===== src/rtl/sd_card_req_arbiter.sv =====
// sd_card_req_arbiter
// Round-robin arbiter and sequencer that shares one SD card command port
// between NUM_REQ requesters. Nothing is granted until the card reports
// initialisation complete. One multi-block transaction runs at a time, and a
// failed transaction is re-issued up to MAX_RETRY times before Req_Fail.
// The one-hot Req_Grant also steers the external data-port muxes.
// Optional feature: define SD_ARB_TIMEOUT_EN to enable a per-attempt BUSY
// watchdog of TIMEOUT_CYC cycles and the sticky Timeout_Flag.

module sd_card_req_arbiter #(
  parameter int NUM_REQ     = 2,
  parameter int MAX_RETRY   = 3,
  parameter int TIMEOUT_CYC = 1000000
) (
  input  logic                   clk,
  input  logic                   rst,
  input  logic [NUM_REQ-1:0]     Req_Valid,
  input  logic [NUM_REQ-1:0]     Req_we,
  input  logic [32*NUM_REQ-1:0]  Req_Addr_Block,
  input  logic [32*NUM_REQ-1:0]  Req_SerialCount,
  output logic [NUM_REQ-1:0]     Req_Grant,
  output logic [NUM_REQ-1:0]     Req_Done,
  output logic [NUM_REQ-1:0]     Req_Fail,
  output logic                   Busy,
  output logic                   Timeout_Flag,
  output logic [31:0]            SD_Addr_Block,
  output logic [31:0]            SD_SerialCount,
  output logic                   SD_we,
  output logic                   SD_Enable,
  input  logic                   SD_Complite,
  input  logic                   SD_Fail,
  input  logic                   SD_Init_Complite,
  input  logic                   SD_Init_Fail
);

  // Index width for requester numbers and retry counter width.
  // A zero-retry build still needs a 1-bit counter to keep the logic legal.
  localparam int PW = (NUM_REQ > 1) ? $clog2(NUM_REQ) : 1;
  localparam int RW = (MAX_RETRY > 0) ? $clog2(MAX_RETRY + 1) : 1;

  localparam logic [PW-1:0] LAST_IDX  = PW'(NUM_REQ - 1);
  localparam logic [RW-1:0] RETRY_MAX = RW'(MAX_RETRY);

  typedef enum logic [2:0] {
    ST_WAIT_INIT = 3'd0,
    ST_IDLE      = 3'd1,
    ST_ISSUE     = 3'd2,
    ST_BUSY      = 3'd3,
    ST_RELEASE   = 3'd4,
    ST_INIT_FAIL = 3'd5
  } state_t;

  state_t               r_state;
  logic [PW-1:0]        r_ptr;
  logic [PW-1:0]        r_owner;
  logic [RW-1:0]        r_retry;
  logic                 r_result_ok;
  logic [NUM_REQ-1:0]   r_grant;
  logic [NUM_REQ-1:0]   r_done;
  logic [NUM_REQ-1:0]   r_fail;
  logic                 r_busy;
  logic                 r_sd_enable;
  logic                 r_sd_we;
  logic [31:0]          r_sd_addr;
  logic [31:0]          r_sd_count;

  logic [31:0]          w_req_addr  [NUM_REQ];
  logic [31:0]          w_req_count [NUM_REQ];
  int                   w_scan;
  logic [PW-1:0]        w_scan_idx;
  logic [PW-1:0]        w_pick_idx;
  logic [NUM_REQ-1:0]   w_pick_onehot;
  logic [PW-1:0]        w_next_ptr;
  logic                 w_timeout_hit;

  // Unpack the per-requester address and count buses into arrays
  genvar gi;
  generate
    for (gi = 0; gi < NUM_REQ; gi++) begin : g_unpack
      assign w_req_addr[gi]  = Req_Addr_Block[32*gi +: 32];
      assign w_req_count[gi] = Req_SerialCount[32*gi +: 32];
    end
  endgenerate

  // Round-robin pick: scan offsets from the pointer downwards so the
  // smallest offset with a valid request is the one left in w_pick_idx
  always_comb begin
    w_scan     = 0;
    w_scan_idx = '0;
    w_pick_idx = r_ptr;
    for (int k = NUM_REQ - 1; k >= 0; k--) begin
      w_scan = int'(r_ptr) + k;
      if (w_scan >= NUM_REQ) begin
        w_scan = w_scan - NUM_REQ;
      end
      w_scan_idx = PW'(w_scan);
      if (Req_Valid[w_scan_idx]) begin
        w_pick_idx = w_scan_idx;
      end
    end
  end

  assign w_pick_onehot = NUM_REQ'(1) << w_pick_idx;

  // Pointer moves past the owner when its transaction finishes
  assign w_next_ptr = (r_owner == LAST_IDX) ? '0 : r_owner + PW'(1);

`ifdef SD_ARB_TIMEOUT_EN
  localparam logic [31:0] TO_LAST = 32'(TIMEOUT_CYC - 1);

  logic [31:0] r_to_count;
  logic        r_timeout_flag;

  // Per-attempt watchdog: restarts in ISSUE, counts every BUSY cycle
  always_ff @(posedge clk or posedge rst) begin
    if (rst) begin
      r_to_count <= '0;
    end else if (r_state == ST_ISSUE) begin
      r_to_count <= '0;
    end else if (r_state == ST_BUSY) begin
      r_to_count <= r_to_count + 32'd1;
    end
  end

  assign w_timeout_hit = (r_state == ST_BUSY) && (r_to_count == TO_LAST);

  // Sticky record that a watchdog expiry ended an attempt
  always_ff @(posedge clk or posedge rst) begin
    if (rst) begin
      r_timeout_flag <= 1'b0;
    end else if (w_timeout_hit && !SD_Complite) begin
      r_timeout_flag <= 1'b1;
    end
  end

  assign Timeout_Flag = r_timeout_flag;
`else
  // No watchdog: BUSY waits for the core indefinitely
  logic w_unused_timeout_cfg;
  assign w_unused_timeout_cfg = (TIMEOUT_CYC != 0);
  assign w_timeout_hit        = 1'b0;
  assign Timeout_Flag         = 1'b0;
`endif

  // Sequencer: init gating, arbitration, issue, completion and retry
  always_ff @(posedge clk or posedge rst) begin
    if (rst) begin
      r_state     <= ST_WAIT_INIT;
      r_ptr       <= '0;
      r_owner     <= '0;
      r_retry     <= '0;
      r_result_ok <= 1'b0;
      r_grant     <= '0;
      r_done      <= '0;
      r_fail      <= '0;
      r_busy      <= 1'b0;
      r_sd_enable <= 1'b0;
      r_sd_we     <= 1'b0;
      r_sd_addr   <= '0;
      r_sd_count  <= '0;
    end else begin
      // Done/fail are single-cycle pulses
      r_done <= '0;
      r_fail <= '0;
      case (r_state)
        ST_WAIT_INIT: begin
          if (SD_Init_Fail) begin
            r_state <= ST_INIT_FAIL;
            r_busy  <= 1'b1;
          end else if (SD_Init_Complite) begin
            r_state <= ST_IDLE;
          end
        end

        ST_IDLE: begin
          if (|Req_Valid) begin
            r_owner    <= w_pick_idx;
            r_grant    <= w_pick_onehot;
            r_sd_we    <= Req_we[w_pick_idx];
            r_sd_addr  <= w_req_addr[w_pick_idx];
            r_sd_count <= w_req_count[w_pick_idx];
            r_retry    <= '0;
            r_busy     <= 1'b1;
            r_state    <= ST_ISSUE;
          end
        end

        ST_ISSUE: begin
          r_sd_enable <= 1'b1;
          r_state     <= ST_BUSY;
        end

        ST_BUSY: begin
          // Success wins over failure or watchdog expiry in the same cycle
          if (SD_Complite) begin
            r_result_ok <= 1'b1;
            r_sd_enable <= 1'b0;
            r_state     <= ST_RELEASE;
          end else if (SD_Fail || w_timeout_hit) begin
            r_result_ok <= 1'b0;
            r_sd_enable <= 1'b0;
            r_state     <= ST_RELEASE;
          end
        end

        ST_RELEASE: begin
          // Let the core drop its status before deciding what comes next
          if (!SD_Complite && !SD_Fail) begin
            if (r_result_ok) begin
              r_done  <= r_grant;
              r_grant <= '0;
              r_busy  <= 1'b0;
              r_ptr   <= w_next_ptr;
              r_state <= ST_IDLE;
            end else if (r_retry < RETRY_MAX) begin
              r_retry <= r_retry + RW'(1);
              r_state <= ST_ISSUE;
            end else begin
              r_fail  <= r_grant;
              r_grant <= '0;
              r_busy  <= 1'b0;
              r_ptr   <= w_next_ptr;
              r_state <= ST_IDLE;
            end
          end
        end

        ST_INIT_FAIL: begin
          r_state <= ST_INIT_FAIL;
        end

        default: begin
          r_state <= ST_WAIT_INIT;
        end
      endcase
    end
  end

  assign Req_Grant      = r_grant;
  assign Req_Done       = r_done;
  assign Req_Fail       = r_fail;
  assign Busy           = r_busy;
  assign SD_Addr_Block  = r_sd_addr;
  assign SD_SerialCount = r_sd_count;
  assign SD_we          = r_sd_we;
  assign SD_Enable      = r_sd_enable;

endmodule


===== config.mk =====
export PLATFORM = sky130hd
export DESIGN_NAME = sd_card_req_arbiter
export DESIGN_NICKNAME = d
export VERILOG_FILES = /design/src/rtl/sd_card_req_arbiter.sv
export SDC_FILE = /design/constraint.sdc
export NUM_CORES = 1
export LEC_CHECK = 0
export CAP_MARGIN = 15
export CELL_PAD_IN_SITES_DETAIL_PLACEMENT = 1
export CELL_PAD_IN_SITES_GLOBAL_PLACEMENT = 1
export CORE_MARGIN = 1
export CORE_UTILIZATION = 27
export DETAILED_ROUTE_END_ITERATION = 10
export PLACE_DENSITY_LB_ADDON = 0.1
export RECOVER_POWER = 50
export SYNTH_ARGS = -nofsm -noshare
export SYNTH_HDL_FRONTEND = slang
export SYNTH_SLANG_ARGS = --single-unit

===== constraint.sdc =====
create_clock -name clk -period 3.2 [get_ports clk]
set_input_delay 0.64 -clock clk [delete_from_list [all_inputs] [get_ports clk]]
set_output_delay 0.64 -clock clk [all_outputs]
set_load 0.005 [all_outputs]

Word-level counts from Yosys, hierarchy flattened
Index checks and enable logic that the tools add are counted.
- bits in registers: 81
- input bits: 138
- add/subtract/negate cells: 5
- magnitude comparators: 7
- equal/unequal tests: 14
- shift operators: 1
- mux-type cells: 55
- bitwise operators: 1
- reduce and logical (&&, ||, !) cells: 17
- operator list (kind ; number):
    32-bit two-way mux ; 6
    2-bit two-way mux ; 17
    1-bit two-way mux ; 21
    3-bit two-way mux ; 6
    3-bit case mux with 6 select lines ; 1
    2-bit != test, second input constant ; 6
    5-bit AND reduction ; 2
    3-bit != test, second input constant ; 3
    2-bit case mux with 2 select lines ; 2
    4-bit AND reduction ; 2
    3-bit by 2-bit equality test with 1-bit output, second input constant ; 2
    3-bit equality test, second input constant ; 2
    1-bit by 2-bit less-than comparator with 1-bit output, second input constant ; 3
    2-bit AND reduction ; 3
    2-bit nonzero test ; 3
    2-bit greater-or-equal comparator, second input constant ; 2
    3-bit by 1-bit equality test with 1-bit output, second input constant ; 1
    3-bit zero test ; 1
    1-bit case mux with 3 select lines ; 1
    3-bit AND reduction ; 1
    3-bit nonzero test ; 1
    1-bit by 1-bit adder with 2-bit output, second input constant ; 1
    2-bit by 1-bit adder with 2-bit output, second input constant ; 1
    1-bit by 2-bit greater-or-equal comparator with 1-bit output, second input constant ; 1
    other kinds (9) ; 11

Depth between registers and ports, before layout
- depth in word-level cells: 11
- depth in mapped cells: 7
- gate-level depth less buffers: 5

Worst setup path after synthesis
Ideal clock, no wire load.
- path kind: in2reg
- from: input port SD_Fail
- to: register r_grant[1] (netlist: Req_Grant[1])
- setup time: 122 ps
- arrival: 1466 ps
- data required time: 3078 ps
- path slack: 1612 ps
- cell stages on the path: 4
- path through: nor4b_4 > and2_1 > nand2_1 > a32o_1
- longest elaborated chain between the ends: 4
- RTL lines (item ; RTL line ; source):
    start, declared ; 31 ; input logic SD_Fail,
    1-bit zero test ; 208 ; if (!SD_Complite && !SD_Fail) begin
    1-bit logical AND ; 208 ;
    2-bit != test (no line) ; -- ;
    4-bit AND reduction (no line) ; -- ;
    end signal, assigned ; 178 ; r_grant <= w_pick_onehot;
    end, declared ; 58 ; logic [NUM_REQ-1:0] r_grant;
No other way between the ends.
A chain may end at the register's enable or synchronous reset.

Worst setup path after layout
- from: input port SD_Complite
- to: register r_grant[1] (netlist: Req_Grant[1])
- longest elaborated chain between the ends: 4
- RTL lines (item ; RTL line ; source):
    start, declared ; 30 ; input logic SD_Complite,
    1-bit zero test ; 208 ;
    1-bit logical AND ; 208 ;
    2-bit != test (no line) ; -- ;
    4-bit AND reduction (no line) ; -- ;
No other way between the ends.

==> results.toml <==
[run_status]
status = "finished with violations"
violations = "capacitance limit, slew limit"

[detailed_routing]
vias = 3887
drt-total-wl_um = 13700
remaining_drc_errors = 0
ant_nets = 0
drt_iter0_markers = 97
drt_first_pass_iters = 4
routed_via_density = 4.79
avgRoutedWirePerCell_um = 16.9

[grt]
overflow = 0
met3_usage_pct = 7.03
grt_util_met2_pct = 32.3
grtUsageTotal_pct = 18.9
antenna_found_initial = 0
busiest_layer = "met2"
grt_max_degree = 49
grt_first_pass_wirelength_um = 21200
grtUsageMet1_pct = 21.7
grt_pass1_vias = 4064

[critical_path]
crit_path_end_kind = "flip-flop"
cp.arrival_ns = 2.50
path_max_fanout = 5
reg2reg_from = "r_state[1]"
slowest_delay_ns = 0.59
path_cells = "dlygate4sd3_1 > nor4b_1 > and2_0 > nand2_1 > a32o_1"
cp.required_ns = 3.43
crit_slowest_cell = "dlygate4sd3_1"
cp-startpoint = "SD_Complite"
start_kind = "primary input"
critical_path_class = "primary input to flip-flop"

[logic_synthesis]
syn_nets = 572
ys_types = 36
synth_top_area_share_pct = 53.3
synth_most_common_cell = "a21oi_1"
async_flop_share_pct = 100
ys_seq_area_share_pct = 53.3
synth.avg_cell_area_um2 = 8.78
synth_edf_count = 0
synth_area_mm2 = 0.00380
yosys.area.top_type = "dfrtp_1"
synth_top_flop_cell = "dfrtp_1"
synth-seq-cells = 81
synth_cells = 433
synth_area_leaders = "dfrtp_1, a21oi_1, nand2_1, nor2_1, buf_6"
ys_warn_count = 0
synthTopCellsByCount = "a21oi_1, dfrtp_1, nand2_1"

[cells_and_area]
multi_input_area_mm2 = 0.00156
register_area_mm2 = 0.00203
area_delta_synth_final_pct = 66.0
nFillCells = 1581
layout.nets = 770
drive_gt1_share_pct = 6.60
antenna_cells = 0

[sta]
final_hold_viol_count = 0
maxSlewHeadroom_pct = -11.6
finalMaxSlewViolations = 34
clock_skew_ns = 0.00846
period_minus_slack_ns = 2.26
setup_slack_ns = 0.937
setup_viol = 0
fin_tns_setup_ns = 0
post-route-period-util_pct = 70.7
rsz0062_at_grt = "no"
fmax_mhz = 442
tightest_slew_ns = 1.66

[floorplanning]
die_area_mm2 = 0.0146
start_util_pct = 28.2
core-area_mm2 = 0.0135
dieWidth_um = 121
io_pins = 212
die_y_um = 121
fp-row-count = 42

[power_and_ir_drop]
ir_drop_mv = 0.363
p_leak_nw = 2.65
power.density_mw_per_mm2 = 853

[placement]
portBuffers = 210
dpl.hpwl_um = 9660
post-place-ws_ns = 0.693
gp_congestion = 0.729

[min_path]
hp-start = "r_owner"
hold_path.class = "flip-flop to flip-flop"

[clocking]
clock_latency_ns = 0.35
ctsHoldBuffers = 0
cts_buffers = 9
clk_pin_slew_ns = 0.06
clock_path_buffers = 2
post-cts-setup-buffers = 0
cts_tree = "done"
cts_root_buffer = "clkbuf_16"
cts_resized = 0
htreeDepth = 3
clock_sinks = 81

[job]
drv_cap = 1
## cells in the final DEF, fill, tap and decap left out, types with 5 or more instances in the layout
master,n
a21oi_1,124
a21oi_2,10
buf_4,8
clkbuf_16,9
clkdlybuf4s50_1,181
dfrtp_1,81
dlygate4sd3_1,29
nand2_1,72
nor2_1,70
o21ai_0,5
## worst max-delay path: cells and delay by family
family | cells | cell delay (ns)
and+or+nand+nor | 3 | 0.97
buffers and inverters | 1 | 0.59
AOI/OAI and AO/OA | 1 | 0.30
## worst paths after layout
path,endpoint,slack (ns),cells past startpoint
worst max-delay path,Req_Grant[1],0.94,5
worst min-delay path,r_ptr,0.49,1
worst max register to register,Req_Grant[1],1.27,4
worst min register to register,r_ptr,0.49,1
max in group asynchronous,r_result_ok,1.16,3
min in group asynchronous,SD_SerialCount[17],1.15,2
## power breakdown
| part | switching, mW | leakage, nW | internal (mW) | total [mW] |
|---|---|---|---|---|
| clock | 0.418 | 0.153 | 0.668 | 1.09 |
| combinational | 1.16 | 1.57 | 1.32 | 2.48 |
| sequential | 0.302 | 0.921 | 1.51 | 1.82 |
| total | 1.88 | 2.65 | 3.51 | 5.38 |
## cell families after synthesis
family,Yosys count,share of synthesized area [%]
AND/OR/NAND/NOR,163,18.3
AO/OA/AOI/OAI,151,21.9
flip-flops,81,53.3
buffers and inverters,35,5.79
multiplexers,1,0.263
adder cells (fa/ha/maj),1,0.329
other,1,0.0986
## flip-flops by register name, summed over array words and instances, names as in the netlist
| signal | flops |
|---|---|
| Busy | 1 |
| Req_Done | 2 |
| Req_Fail | 2 |
| Req_Grant | 2 |
| SD_Addr_Block | 32 |
| SD_Enable | 1 |
| SD_SerialCount | 32 |
| SD_we | 1 |
| r_owner | 1 |
| r_ptr | 1 |
| r_result_ok | 1 |
| r_retry | 2 |
| r_state | 3 |
## cell type report
class	count	area share, %
Multi-Input combinational cell	317	24.7
Timing Repair Buffer	219	34.6
Tap cell	176	3.49
Clock buffer	14	4.34
Clock inverter	2	0.555
Sequential cell	81	32.1
Inverter	3	0.198
## metrics by stage
step           power [mW]  std cells  util [%]  area, um^2  hold WS [ns]
2_1_floorplan        3.06        433         -        3800         0.424
5_1_grt              5.78        812      46.7        6310         0.501
3_5_place_dp         4.43        796      44.6        6020         0.478
3_3_place_gp         4.33        796      44.6        6020         0.437
6_report             5.38        812      46.7        6310         0.494
4_1_cts              5.55        812      46.9        6330         0.497
## routing by layer
metal / vias up / share of wire, % / routed length, um
met3: 21 / 8.1 / 1110
li1: 1849 / - / -
met1: 1880 / 41 / 5560
met5: - / 0 / 0
met4: 0 / 1.8 / 241
met2: 137 / 50 / 6790
No activity file was read; power rests on OpenSTA's default activity.
==> patch 1 (config.mk and constraints unchanged) <==
The 6 states of `state_t` get a one-hot encoding in 6 bits.
--- a/src/rtl/sd_card_req_arbiter.sv
+++ b/src/rtl/sd_card_req_arbiter.sv
@@ -42,11 +42,11 @@
   localparam logic [RW-1:0] RETRY_MAX = RW'(MAX_RETRY);
 
-  typedef enum logic [2:0] {
-    ST_WAIT_INIT = 3'd0,
-    ST_IDLE      = 3'd1,
-    ST_ISSUE     = 3'd2,
-    ST_BUSY      = 3'd3,
-    ST_RELEASE   = 3'd4,
-    ST_INIT_FAIL = 3'd5
+  typedef enum logic [5:0] {
+    ST_WAIT_INIT = 6'b000001,
+    ST_IDLE      = 6'b000010,
+    ST_ISSUE     = 6'b000100,
+    ST_BUSY      = 6'b001000,
+    ST_RELEASE   = 6'b010000,
+    ST_INIT_FAIL = 6'b100000
   } state_t;
 
Formal check against the unedited RTL: no difference found for any inputs over 10 cycles, from zero or initial values and one cycle with rst high; not proved beyond that.
==> patch 1 against the unedited design <==
- the run ends with design-rule violations left
- sequential cell count increased by 3
- critical endpoint is now Busy
- wire length decreased by 6.9%
- sequential share of layout area fell by 0.40 points
- worst setup slack got worse by 0.25 ns
- area after synthesis up 8.6%
- utilization down 1.8 points
- total power is 16% lower
- largest cell class unchanged
- cell area rose by 5.1%
==> patch 1: results (changes against the unedited design) <==
register area share after synthesis 50.9% (-2.4 points); failing checks design-rule violations; post-synthesis cell type count 44 (+22%); vias in the first global route 3,790 (-6.7%); status finished, violations left; first-pass GRT wire length 20.5 mm (-3.0%); DRC 18 (+18); Synthesized Nets 523 (-8.6%); largest net degree at the start of global routing 97 (+98%); initial core utilization 28.0% (-0.16 points); layout cells sized above 1 9.63% (+3.0 points); Peak VDD IR 0.229 mV (-37%); WHS Endpoint SD_SerialCount[23]; crit-path max FO 7 (+2); R2R Setup Slk 0.93 ns (-0.34 ns); DR vias/cell 4.63 (-3.3%); Clock Skew 0.00510 ns (-0.00336 ns); nets@finish 727 (-5.6%); relative max-transition margin 6.11% (+18 points); GPL Wtd Cong 0.766 (+5.1%); DRT Pass-1 Iters 7 (+3); Hold Worst Slack 0.471 ns (-0.0230 ns); hold depth 2 (+1); Slowest-stage cell, CP nor3_1; Synth top cells by count dfrtp_1 (83), nand2_1 (71), mux2i_1 (65); top cells by area, synth dfrtp_1 (50%), mux2i_1 (16%), nand2_1 (6.5%); LEAKAGE 2.87 nW (+8.4%); Iter 0 DRT Violations 120 (+24%); hold_sp SD_SerialCount[23]
[patch 1: changes by cell type in the layout (fill, tap and decap cells not counted), moves of 5 or more]
cell     change
a21oi_1    -121
mux2i_1     +64
nor2_1      -60
o21ai_0     +27
o21ai_2     +25
o21ai_1     +17
a21oi_2     -10
buf_4        -5
[patch 1: cell type report]
| type | instances | share of cell area [%] |
|---|---|---|
| Clock buffer | 14 | 4.28 |
| Clock inverter | 1 | 0.0755 |
| Multi-Input combinational cell | 273 | 27.5 |
| Inverter | 3 | 0.189 |
| Timing Repair Buffer | 217 | 32.8 |
| Sequential cell | 84 | 31.7 |
| Tap cell | 184 | 3.47 |
[patch 1: how the worst max path moves through the flow]
stage / start / endpoint / slack, ns / cells after the start
2_1_floorplan: rst / Busy / 0.40 / 1
3_3_place_gp: Req_Valid[0] / SD_Addr_Block[17] / 0.69 / 6
3_5_place_dp: SD_Fail / r_retry[0] / 0.62 / 6
4_1_cts: SD_Fail / r_retry[0] / 0.99 / 6
5_1_grt: rst / SD_we / 0.46 / 3
6_report: SD_Fail / Busy / 0.69 / 5
[patch 1: per-stage QoR]
stage	cell area, µm²	worst slack (ns)	cells
after floorplan	4130	0.397	384
after global placement	6370	0.691	761
after detailed placement	6370	0.621	761
after CTS	6660	0.993	776
after global routing	6630	0.455	776
final	6630	0.689	776
[patch 1: kinds of logic after synthesis]
group	after synthesis	share of synthesized area (%)
multiplexers	66	16.1
XOR/XNOR	1	0.212
buffers and inverters	27	4.73
flip-flops	84	50.9
adder cells (fa/ha/maj)	2	0.545
other	1	0.0908
AND/OR/NAND/NOR	114	13.3
AO/OA/AOI/OAI	89	14.1
[patch 1: where the power goes]
part	internal, mW	switching (mW)
logic	1.06	0.719
clock network	0.606	0.413
registers	1.47	0.255
total	3.14	1.39
[patch 1: worst register-to-register path: stages, from the launching register on]
cell,delay [ns]
dfrtp_1,0.44
or4_4,0.58
nor3_1,0.55
o21ai_1,0.30
a22o_1,0.30
[patch 1: per-layer routing]
layer	vias to the layer above	share of wire (%)	track usage, %
met1	1685	42	20.5
li1	1762	-	-
met2	129	49	28.2
met5	-	0	0
met4	0	1.9	6.81
met3	16	7.1	4.25
==> patch 2 (same settings) <==
Made on the original files. Set the parameter `NUM_REQ` to 4 (it was 2).
--- a/src/rtl/sd_card_req_arbiter.sv
+++ b/src/rtl/sd_card_req_arbiter.sv
@@ -9,5 +9,5 @@
 
 module sd_card_req_arbiter #(
-  parameter int NUM_REQ     = 2,
+  parameter int NUM_REQ     = 4,
   parameter int MAX_RETRY   = 3,
   parameter int TIMEOUT_CYC = 1000000
Interface: changed (7 resized); port bits go from 212 to 350. The function was not compared with the original's and may differ.
==> patch 2 against the unedited design <==
- clock skew grew 0.0025 ns
- largest power group unchanged
- wire length grew 63%
- combinational power grew 60%
- total power grew 30%
- fmax shrank 11%
- the flow still finishes with violations (max-capacitance violations, max-slew violations)
- area after synthesis grew 45%
- cell area grew 52%
- worst setup slack lost 0.29 ns
- sequential cell count grew 8
==> patch 2: results (changes against the unedited design) <==
LEAKAGE 4.10 nW (+55%); input/output buffers 348 (+66%); Post-DP Area 0.00928 mm² (+54%); initial antenna violation count 1 (+1); Peak VDD IR 0.316 mV (-13%); number of post-CTS setup repair buffers 0 (unchanged); status finished, violations left; failing checks max-capacitance violations, max-slew violations; pre-CTS WS 0.269 ns (-0.423 ns); Routed WL 22.3 mm (+63%); GPL Wtd Cong 0.929 (+28%); CP max stage delay 0.57 ns (-0.02 ns); register area share after synthesis 40.3% (-13 points); post-synthesis cell type count 52 (+44%); Clock Latency Late Sink 0.35 ns (about the same); wire per inst 20.4 µm (+21%); GRT Overall Usage 21.3% (+2.4 points); first-pass GRT wire length 34.7 mm (+64%); met2 wire len 11.8 mm (+73%); CTS Buf Count 9 (unchanged); Avg Inst Size Synth 11.3 µm² (+29%); H-Tree Depth 3 (unchanged); ys async rst share 100% (unchanged); crit-path leading delay family buffers and inverters; vias in the first global route 5,886 (+45%); via count 5,364 (+38%); DRT Pass-1 Iters 4 (unchanged); largest net degree at the start of global routing 69 (+41%); Final Max Slew Viols 33 (-2.9%); maxcap violations 1 (unchanged); Routed met3 length 1.75 mm (+58%); Synth top cells by count mux2i_1 (129), dfrtp_1 (89), nor2_1 (74); Clk pin slew, worst setup/hold paths 0.07 ns; placed cell count 1,075 (+35%); root buf cell clkbuf_16; WP data arrival 2.81 ns (+0.31 ns); maximum buffer depth of the clock tree 2 (unchanged); crit-path max FO 27 (+22); Clock Skew 0.0109 ns (+0.00248 ns); Slew @ Worst Pin 1.64 ns (-0.0226 ns); Slowest-stage cell, CP clkdlybuf4s50_1; Final HPWL DP 17.4 mm (+81%); wl on met1 8.35 mm (+50%); Synthesized Nets 760 (+33%); layout cells sized above 1 10.4% (+3.8 points); filler cell count 2,141 (+35%); fin util 48.5% (+1.7 points); # hold bufs at CTS 0 (unchanged); Iter 0 DRT Violations 118 (+22%); top cells by area, synth dfrtp_1 (40%), mux2i_1 (23%), a221oi_2 (11%); DR top layer met4; Top FF cell, synth dfrtp_1; Sw Ratio 37.8% (+2.9 points)
-- patch 2: cell type report --
cell class                 instances  share of cell area (%)
timing repair buffer             362                    38.3
tap                              265                    3.46
multi-input combinational        353                    31.5
sequential                        89                    23.2
inverter                           6                   0.248
clock inverter                     6                   0.692
clock buffer                      10                    2.49
antenna                            1                  0.0261
-- patch 2: power by group through the flow --
stage                     clock [mW]  combinational [mW]  sequential [mW]
after CTS                       1.14                4.11             1.95
final                           1.10                3.96             1.94
after floorplan                    0                2.33             1.91
after detailed placement           0                4.09             1.96
after global routing            1.18                4.30             2.01
after global placement             0                3.98             1.95
-- patch 2: layer usage --
layer	GRT usage, %	vias to the layer above
li1	-	2532
met1	23.7	2591
met2	38.8	217
met3	6.10	24
met4	6.81	0
met5	0	-
-- patch 2: kinds of logic after synthesis --
logic type               after synthesis  share of synthesized area, %
multiplexers                         131                          23.8
AND/OR/NAND/NOR                      119                          10.2
AO/OA/AOI/OAI                        100                          19.6
flip-flops                            89                          40.3
buffers and inverters                 46                          5.57
adder cells (fa/ha/maj)                2                         0.453
other                                  1                        0.0679
-- patch 2: final timing paths --
kind	startpoint	to	slack, ns	cells past startpoint
max in group asynchronous	rst	SD_SerialCount[27]	1.12	3
max	Req_Valid[1]	SD_Addr_Block[10]	0.65	8
min in group asynchronous	rst	SD_Addr_Block[14]	1.13	2
max reg2reg	r_state[1]	SD_SerialCount[9]	1.02	5
min reg2reg	r_owner[1]	r_owner[1]	0.49	1
min	r_owner[1]	r_owner[1]	0.49	1
-- patch 2: worst reg2reg max path: cells and delay by family, from the launching register on --
kind	cells	cell delay, ns
AO/OA/AOI/OAI	1	0.29
AND/OR/NAND/NOR	3	0.86
flip-flops	1	0.54
buffers and inverters	1	0.33
